--- config.mk ---
export PLATFORM = sky130hd
export DESIGN_NAME = n_clic_top
export DESIGN_NICKNAME = d
export VERILOG_FILES = /design/src/rtl/n_clic_top.sv
export SDC_FILE = /design/constraint.sdc
export NUM_CORES = 1
export LEC_CHECK = 0
export ABC_AREA = 0
export BUFFER_PORTS_ARGS = -buffer_cell sky130_fd_sc_hd__buf_2
export CORE_MARGIN = 10
export CORE_UTILIZATION = 54
export DETAILED_ROUTE_END_ITERATION = 16
export GPL_TIMING_DRIVEN = 0
export PLACE_DENSITY = 0.79
export SLEW_MARGIN = 20
export SYNTH_ARGS = -nofsm -noshare
export SYNTH_HDL_FRONTEND = slang
export SYNTH_SLANG_ARGS = --single-unit
export TNS_END_PERCENT = 100
--- constraint.sdc ---
create_clock -name clk -period 11.35 [get_ports clk]
set_input_delay 2.27 -clock clk [delete_from_list [all_inputs] [get_ports clk]]
set_output_delay 2.27 -clock clk [all_outputs]
set_load 0.02 [all_outputs]
--- src/rtl/n_clic_top.sv ---
// ---------------------------------------------------------------------------
// n_clic_top - nested core-local interrupt controller (CLIC-style)
//
// Holds one config word per interrupt line (pending, enable, priority).
// Each word sits in CSR space at CfgAddrBot+k and is accessed through the
// core's general CSR interface with RW/RS/RC semantics. The block arbitrates
// pending+enabled lines and presents the registered winner to the core.
//
// Optional feature macro: NCLIC_VECTOR_TABLE_EN
//   Adds a vector-base CSR at CfgAddrBot+NoInterrupts and the output
//   o_irq_vector = base + 4*o_irq_id, registered alongside o_irq_*.
//
// Ports
//   clk          in   system clock, rising edge
//   reset        in   asynchronous active-low reset
//   csr_enable   in   CSR access strobe
//   i_csr_addr   in   CSR address
//   csr_op       in   CSR operation (RW/RS/RC and immediate forms)
//   rs1_zimm     in   rs1 index / zero-extended immediate
//   rs1_data     in   rs1 value for register forms
//   i_irq        in   level interrupt sources, bit k = line k
//   i_irq_ack    in   core claims the current winner
//   o_csr_hit    out  address decodes to one of this block's CSRs
//   o_csr_rdata  out  pre-write value at i_csr_addr, 0 on miss
//   o_irq_valid  out  an enabled, pending line exists
//   o_irq_id     out  winning line id
//   o_irq_vector out  vector address of winner (feature macro only)
//   o_irq_prio   out  winning line priority
// ---------------------------------------------------------------------------
module n_clic_top #(
    parameter int unsigned NoInterrupts = 8,
    parameter int unsigned CfgAddrBot   = 0,
    parameter int unsigned PrioBits     = 3
) (
    input  logic                    clk,
    input  logic                    reset,
    input  logic                    csr_enable,
    input  logic [11:0]             i_csr_addr,
    input  logic [2:0]              csr_op,
    input  logic [4:0]              rs1_zimm,
    input  logic [31:0]             rs1_data,
    input  logic [NoInterrupts-1:0] i_irq,
    input  logic                    i_irq_ack,
    output logic                    o_csr_hit,
    output logic [31:0]             o_csr_rdata,
    output logic                    o_irq_valid,
    output logic [4:0]              o_irq_id,
`ifdef NCLIC_VECTOR_TABLE_EN
    output logic [31:0]             o_irq_vector,
`endif
    output logic [PrioBits-1:0]     o_irq_prio
);

    localparam int unsigned CfgW = PrioBits + 2;

    typedef enum logic [2:0] {
        CSRRW  = 3'b001,
        CSRRS  = 3'b010,
        CSRRC  = 3'b011,
        CSRRWI = 3'b101,
        CSRRSI = 3'b110,
        CSRRCI = 3'b111
    } csr_op_t;

    typedef struct packed {
        logic [PrioBits-1:0] prio;
        logic                en;
        logic                pend;
    } int_config_t;

    int_config_t [NoInterrupts-1:0] cfg_q, cfg_d;

    logic                irq_valid_q, irq_valid_d;
    logic [4:0]          irq_id_q, irq_id_d;
    logic [PrioBits-1:0] irq_prio_q, irq_prio_d;

    logic [NoInterrupts-1:0] line_sel;
    logic                    cfg_hit;
    int_config_t             rd_cfg;
    logic [31:0]             old_word;
    logic [31:0]             src;
    logic [31:0]             wdata;
    logic                    wr_req;
    logic                    wr_en;
    logic                    ack_fire;
    csr_op_t                 op;

    // ---------------- address decode / read path ----------------
    always_comb begin
        line_sel = '0;
        rd_cfg   = '0;
        for (int unsigned k = 0; k < NoInterrupts; k++) begin
            line_sel[k] = (i_csr_addr == 12'(CfgAddrBot + k));
            if (line_sel[k]) rd_cfg = cfg_q[k];
        end
    end

    assign cfg_hit = |line_sel;

`ifdef NCLIC_VECTOR_TABLE_EN
    logic [31:2] base_q, base_d;
    logic [31:0] vec_q, vec_d;
    logic        vec_sel;

    assign vec_sel   = (i_csr_addr == 12'(CfgAddrBot + NoInterrupts));
    assign o_csr_hit = cfg_hit | vec_sel;
    assign old_word  = vec_sel ? {base_q, 2'b00}
                               : {{(32-CfgW){1'b0}}, rd_cfg};
`else
    assign o_csr_hit = cfg_hit;
    assign old_word  = {{(32-CfgW){1'b0}}, rd_cfg};
`endif

    assign o_csr_rdata = old_word;

    // ---------------- write path ----------------
    assign op  = csr_op_t'(csr_op);
    // csr_op[2] marks the immediate forms
    assign src = csr_op[2] ? {27'b0, rs1_zimm} : rs1_data;

    always_comb begin
        wr_req = 1'b0;
        wdata  = old_word;
        case (op)
            CSRRW, CSRRWI: begin
                wr_req = 1'b1;
                wdata  = src;
            end
            // set/clear with x0 / zimm=0 are pure reads
            CSRRS, CSRRSI: begin
                wr_req = (rs1_zimm != 5'd0);
                wdata  = old_word | src;
            end
            CSRRC, CSRRCI: begin
                wr_req = (rs1_zimm != 5'd0);
                wdata  = old_word & ~src;
            end
            default: ;
        endcase
    end

    assign wr_en = csr_enable && o_csr_hit && wr_req;

    // Bits outside the implemented fields are dropped on write.
    logic unused_wdata;
    assign unused_wdata = ^wdata;

    // ---------------- config next state ----------------
    // Priority order per line: ack clear < CSR write < level set.
    assign ack_fire = i_irq_ack && irq_valid_q;

    always_comb begin
        cfg_d = cfg_q;
        for (int unsigned k = 0; k < NoInterrupts; k++) begin
            if (ack_fire && (irq_id_q == 5'(k))) cfg_d[k].pend = 1'b0;
            if (wr_en && line_sel[k])            cfg_d[k] = int_config_t'(wdata[CfgW-1:0]);
            cfg_d[k].pend = cfg_d[k].pend | i_irq[k];
        end
    end

    // ---------------- arbitration ----------------
    // Strict '>' keeps the earlier (lower) id on priority ties.
    always_comb begin
        irq_valid_d = 1'b0;
        irq_id_d    = '0;
        irq_prio_d  = '0;
        for (int unsigned k = 0; k < NoInterrupts; k++) begin
            if (cfg_q[k].pend && cfg_q[k].en &&
                (!irq_valid_d || (cfg_q[k].prio > irq_prio_d))) begin
                irq_valid_d = 1'b1;
                irq_id_d    = 5'(k);
                irq_prio_d  = cfg_q[k].prio;
            end
        end
    end

`ifdef NCLIC_VECTOR_TABLE_EN
    always_comb begin
        base_d = base_q;
        if (wr_en && vec_sel) base_d = wdata[31:2];
        vec_d = {base_q, 2'b00} + {25'b0, irq_id_d, 2'b00};
    end

    always_ff @(posedge clk or negedge reset) begin
        if (!reset) begin
            base_q <= '0;
            vec_q  <= '0;
        end else begin
            base_q <= base_d;
            vec_q  <= vec_d;
        end
    end

    assign o_irq_vector = vec_q;
`endif

    // ---------------- state registers ----------------
    always_ff @(posedge clk or negedge reset) begin
        if (!reset) begin
            cfg_q       <= '0;
            irq_valid_q <= 1'b0;
            irq_id_q    <= '0;
            irq_prio_q  <= '0;
        end else begin
            cfg_q       <= cfg_d;
            irq_valid_q <= irq_valid_d;
            irq_id_q    <= irq_id_d;
            irq_prio_q  <= irq_prio_d;
        end
    end

    assign o_irq_valid = irq_valid_q;
    assign o_irq_id    = irq_id_q;
    assign o_irq_prio  = irq_prio_q;

endmodule

* Yosys cells after proc, flatten, opt, wreduce, memory -nomap -nowiden *
Index checks and enable logic that the tools add are counted.

cells by class
  eq/ne operators = 20
  bitwise gates (word level) = 11
  reductions and logical operators = 56
  $lt $le $gt $ge = 7
  muxes and demuxes = 50

operators with widths
  cell                 count
  $mux 5               15
  $eq 12x3->1 const B  4
  $logic_and 1x1->1    34
  $mux 1               25
  $eq 12x2->1 const B  2
  $mux 3               8
  $gt 3x3->1           7
  $eq 5x3->1 const B   4
  $pmux 5 s3           1
  $eq 12x1->1 const B  1
  $logic_not 12->1     1
  $eq 5x2->1 const B   2
  $eq 3x3->1 const B   3
  $or 1x1->1           8
  $reduce_or 8->1      1
  $logic_not 1->1      7
  $logic_or 1x1->1     7
  $eq 3x2->1 const B   2
  $reduce_or 2->1      3
  $and 5x5->5          1
  $eq 5x1->1 const B   1
  $logic_not 5->1      1
  $not 5->5            1
  $or 5x5->5           1
  4 further kinds      4

word-level totals
  output and inout port bits = 42
  flip-flop bits (word level) = 49

* Longest topological paths before layout *
  depth after elaboration = 30
  gate-level depth with buffers = 49

* Least setup slack after synthesis *
Ideal clock, no wire load.

  path type = reg2reg
  start = register cfg_q[0] (netlist bit)
  end = register irq_prio_q[0], in the netlist o_irq_prio[0]
  buffers on the path = 4
  period minus slack after synthesis = 9.480 ns
  stages on the path, launching flop included = 49
  setup slack = 1.870 ns
  arrival = 9.326 ns
  path through = dfrtp_1 > and3_1 > ha_1 > and3_1 > a21oi_1 > or2_2 > a32oi_1 > ha_1 > and3_1 > a211o_1 > and2_4 > buf_6 > nand2_1 > o21ai_0 > ha_1 > nand3b_1 > a32oi_1 > o21bai_1 > (+13 left out) > clkbuf_1 > or3b_4 > o21ai_0 > a21oi_1 > ha_1 > and3_1 > a211oi_1 > or2_2 > clkbuf_1 > nor2_1 > a22o_1 > ha_1 > nor2b_1 > o21a_1 > o21ai_0 > nand2_1 > nor3_1 > a221oi_1

on the way
  longest elaborated chain between the ends = 30
  elaborated cells between the ends (all ways) = 44
  classes of those cells = order compare: 7; mux: 15; reduce/logical: 22

ends and longest elaborated chain
  what                                                  RTL line  RTL
  start, declared                                       71        int_config_t [NoInterrupts-1:0] cfg_q, cfg_d;
  start signal, assigned                                205       cfg_q <= cfg_d;
  $logic_and 1x1->1 (*)                                 168       if (cfg_q[k].pend && cfg_q[k].en &&
  $mux 3 / $mux 1 (equally long branches)               168
  $gt 3x3->1 / $logic_not 1->1 (equally long branches)  169       (!irq_valid_d || (cfg_q[k].prio > irq_prio_d))) begin
  $logic_or 1x1->1                                      169
  $logic_and 1x1->1                                     168
  $mux 3 / $mux 1 (equally long branches)               168
  $gt 3x3->1 / $logic_not 1->1 (equally long branches)  169
  $logic_or 1x1->1                                      169
  (+15 left out)                                        n/a
  $logic_or 1x1->1                                      169
  $logic_and 1x1->1                                     168
  $mux 3 / $mux 1 (equally long branches)               168
  $gt 3x3->1 / $logic_not 1->1 (equally long branches)  169
  $logic_or 1x1->1                                      169
  $logic_and 1x1->1                                     168
  $mux 3 (*)                                            168
  via irq_prio_d[0]                                     75        logic [PrioBits-1:0] irq_prio_q, irq_prio_d;
  end signal, assigned                                  208       irq_prio_q <= irq_prio_d;
  end, declared                                         75

The timed path passes the listed nets; every way through them passes the cells marked *.
A chain may end at the register's enable or synchronous reset.

* Worst setup path after layout *
  start = register cfg_q[0] (netlist bit)
  end = register irq_prio_q[2], in the netlist o_irq_prio[2]

Same word-level chain as after synthesis.

==> results.toml <==
[status]
status = "completed"

[yosys]
synth.most_common_cell = "dfrtp_1"
yosysSeqAreaShare_pct = 30.1
ys_ff_latch = 47
avgSynthCellArea_um2 = 9.45
yosys_warnings = 0
synth_top_area_share_pct = 30.1
synth_cells = 413
synthFlopType = "dfrtp_1"
synthTopCellsByCount = "47 x dfrtp_1, 34 x nand2_1, 32 x mux2_2, 31 x buf_4, 25 x nor2_1"
synth_edf_count = 0
synth_area_um2 = 3900
yosysUniqueCellTypes = 70
ys_top_cells_by_area = "dfrtp_1 30%, mux2_2 9.2%, ha_1 6.7%, buf_4 6.0%, mux2i_1 4.6%"
synth_area_leader_cell = "dfrtp_1"
async_flop_share_pct = 100

[worst_setup_path]
cpMaxStageDelayCell = "dfrtp_1"
worstPathArrival_ns = 10.63
crit_required_ns = 11.53
endpoint_kind = "register"
critPathMaxFanout = 10
slowest_delay_ns = 0.47
start_kind = "register"
startpoint = "cfg_q[0]$_DFF_PN0_"
crit_type = "register to register"
rr_startpoint = "cfg_q[0]$_DFF_PN0_"
reg2regPathDepth = 47
crit_top_cell = "ha_1"

[floorplan]
die_y_um = 105
die_w_um = 105
io_pins = 106
coreArea_um2 = 6910
dieArea_um2 = 11000
row_count = 30
start_util_pct = 56.5

[clocking]
htree_num_levels = 2
clk_latency_ns = 0.30
cts_tree = "built"
cts_sinks = 47
numCtsBuffers = 5
clk_path_buf_depth = 2
cts_root_buf = "clkbuf_8"
clk_pin_slew_worst_paths_ns = 0.09
postCtsHoldBufs = 0

[power]
p_leak_nw = 2.17
peakVddDrop_mv = 0.0461
power_density_nw_per_um2 = 72.6

[drt]
drt_iter0_drc = 247
wl_per_cell_um = 19.1
ant_nets = 0
drc_errors = 0
num_vias = 3524
viasPerCell = 5.97
routed_wl_mm = 11.3
drtPass1Iterations = 5

[timing]
setup_slack_ns = 0.900
fmax_mhz = 95.7
hold_ws_ns = 0.549
slew_violations = 0
layout_min_cycle_time_ns = 10.45
finalSetupTns_ns = 0
fin_skew_ns = 0.00639
setup_viol = 0
tightestPinTransition_ns = 0.722
slew-limit-headroom_pct = 51.4
hold_viol = 0
fin_crit_sh_pct = 92.1

[flow_run]
maxCapViolCount = 0

[grt]
antenna_found_initial = 0
grt_pass1_wl_mm = 17.9
grt_pass1_vias = 3442
grt_start_max_net_pins = 48
gr-total-overflow = 0
grtUsageTotal_pct = 19.5

[finish]
finish.utilization_pct = 64.7
nets = 578
diodes = 0
stdcell_area_um2 = 4470
drive_above_1_share_pct = 30.6
syn2layout_area_growth_pct = 14.4
nFillCells = 584

[placement]
dpl_worst_slack_ns = 0.575
io_buffers = 46
gp_congestion = 0.903
placed_area_um2 = 4360
dp_hpwl_mm = 8.83

[min_path]
hold_path.class = "register to register"
worstHoldStart = "cfg_q[17]$_DFFE_PN0P_"
worstHoldPathCells = 1
-- routing by layer --
layer	vias up	wire, um	GRT usage, %
met3	29	940	4.73
li1	1651	-	-
met5	-	0	0
met4	0	322	7.75
met2	170	5200	31.0
met1	1674	4800	24.9
-- logic make-up (layout without fill, tap and decap cells) --
| kind of cell | Yosys count | count (layout) | share of synthesized area, % |
|---|---|---|---|
| flip-flops | 47 | 47 | 30.1 |
| AND/OR/NAND/NOR | 131 | 131 | 19.0 |
| XOR/XNOR | 1 | 1 | 0.224 |
| multiplexers | 53 | 53 | 15.6 |
| AO/OA/AOI/OAI | 102 | 102 | 19.0 |
| buffers and inverters | 57 | 110 | 9.29 |
| adder cells (fa/ha/maj) | 21 | 21 | 6.73 |
| other | 1 | 29 | 0.0961 |
-- stage by stage --
step	total power (W)	cells
floorplan	0.000210	441
global placement	0.000227	583
detailed placement	0.000228	583
CTS	0.000325	591
global route	0.000338	590
finish	0.000324	590
-- sequential cells by signal, indices dropped and copies added, names as in the netlist --
register	flops
o_irq_prio	3
o_irq_valid	1
cfg_q	40
o_irq_id	3
-- critical path: cells and delay by family (launching register included) --
| family | cells | cell delay (ns) |
|---|---|---|
| and+or+nand+nor | 16 | 2.75 |
| AOI/OAI and AO/OA | 21 | 4.42 |
| buffers and inverters | 3 | 0.59 |
| adders and majority gates | 7 | 2.10 |
| DFF | 1 | 0.47 |
-- placed cells by master, fill, tap and decap left out, types with 3 or more instances in the layout --
cell type,n
buf_2,47
dfrtp_1,47
nand2_1,34
buf_4,32
mux2_2,32
conb_1,29
nor2_1,25
a21oi_1,24
ha_1,21
mux2i_1,18
inv_1,15
o21ai_0,14
nand3_1,8
clkbuf_1,6
nand3b_1,6
nand2b_1,6
a31oi_1,6
o31ai_1,6
nor3b_1,5
or2_2,5
nand4_1,5
o211ai_1,5
clkbuf_8,5
buf_6,4
and3_1,4
a221oi_1,4
o21a_1,4
a311o_1,4
mux4_2,3
nor3_1,3
nor2b_1,3
or3b_1,3
and2_4,3
and2_1,3
or3_1,3
nor3_4,3
-- cell type report --
type	instances	area [um2]	share of cell area, %
multi-input combinational	337	2500	55.9
sequential	47	1180	26.3
buffer	41	303	6.78
timing repair buffer	46	233	5.21
tap	96	120	2.69
clock buffer	7	76.3	1.71
inverter	15	56.3	1.26
clock inverter	1	5.00	0.112
-- timing repair --
| action | CTS | global route |
|---|---|---|
| setup buffers | 0 | 0 |
| resized for setup | 0 | 4 |
| setup endpoints to repair | 0 | 6 |
-- path summary, 6_finish.rpt --
path	slack, ns	endpoint
max	0.90	o_irq_prio[2]$_DFF_PN0_
min	0.55	cfg_q[17]$_DFFE_PN0P_
max reg2reg	0.90	o_irq_prio[2]$_DFF_PN0_
min reg2reg	0.55	cfg_q[17]$_DFFE_PN0P_
max in group asynchronous	8.96	cfg_q[36]$_DFFE_PN0P_
min in group asynchronous	1.97	cfg_q[1]$_DFFE_PN0P_
-- report_power, final --
group          internal, W  switching [W]
logic            0.0000219      0.0000359
registers         0.000168    0.000000769
clock network    0.0000433      0.0000546
Power figures use the tool's default switching activity.
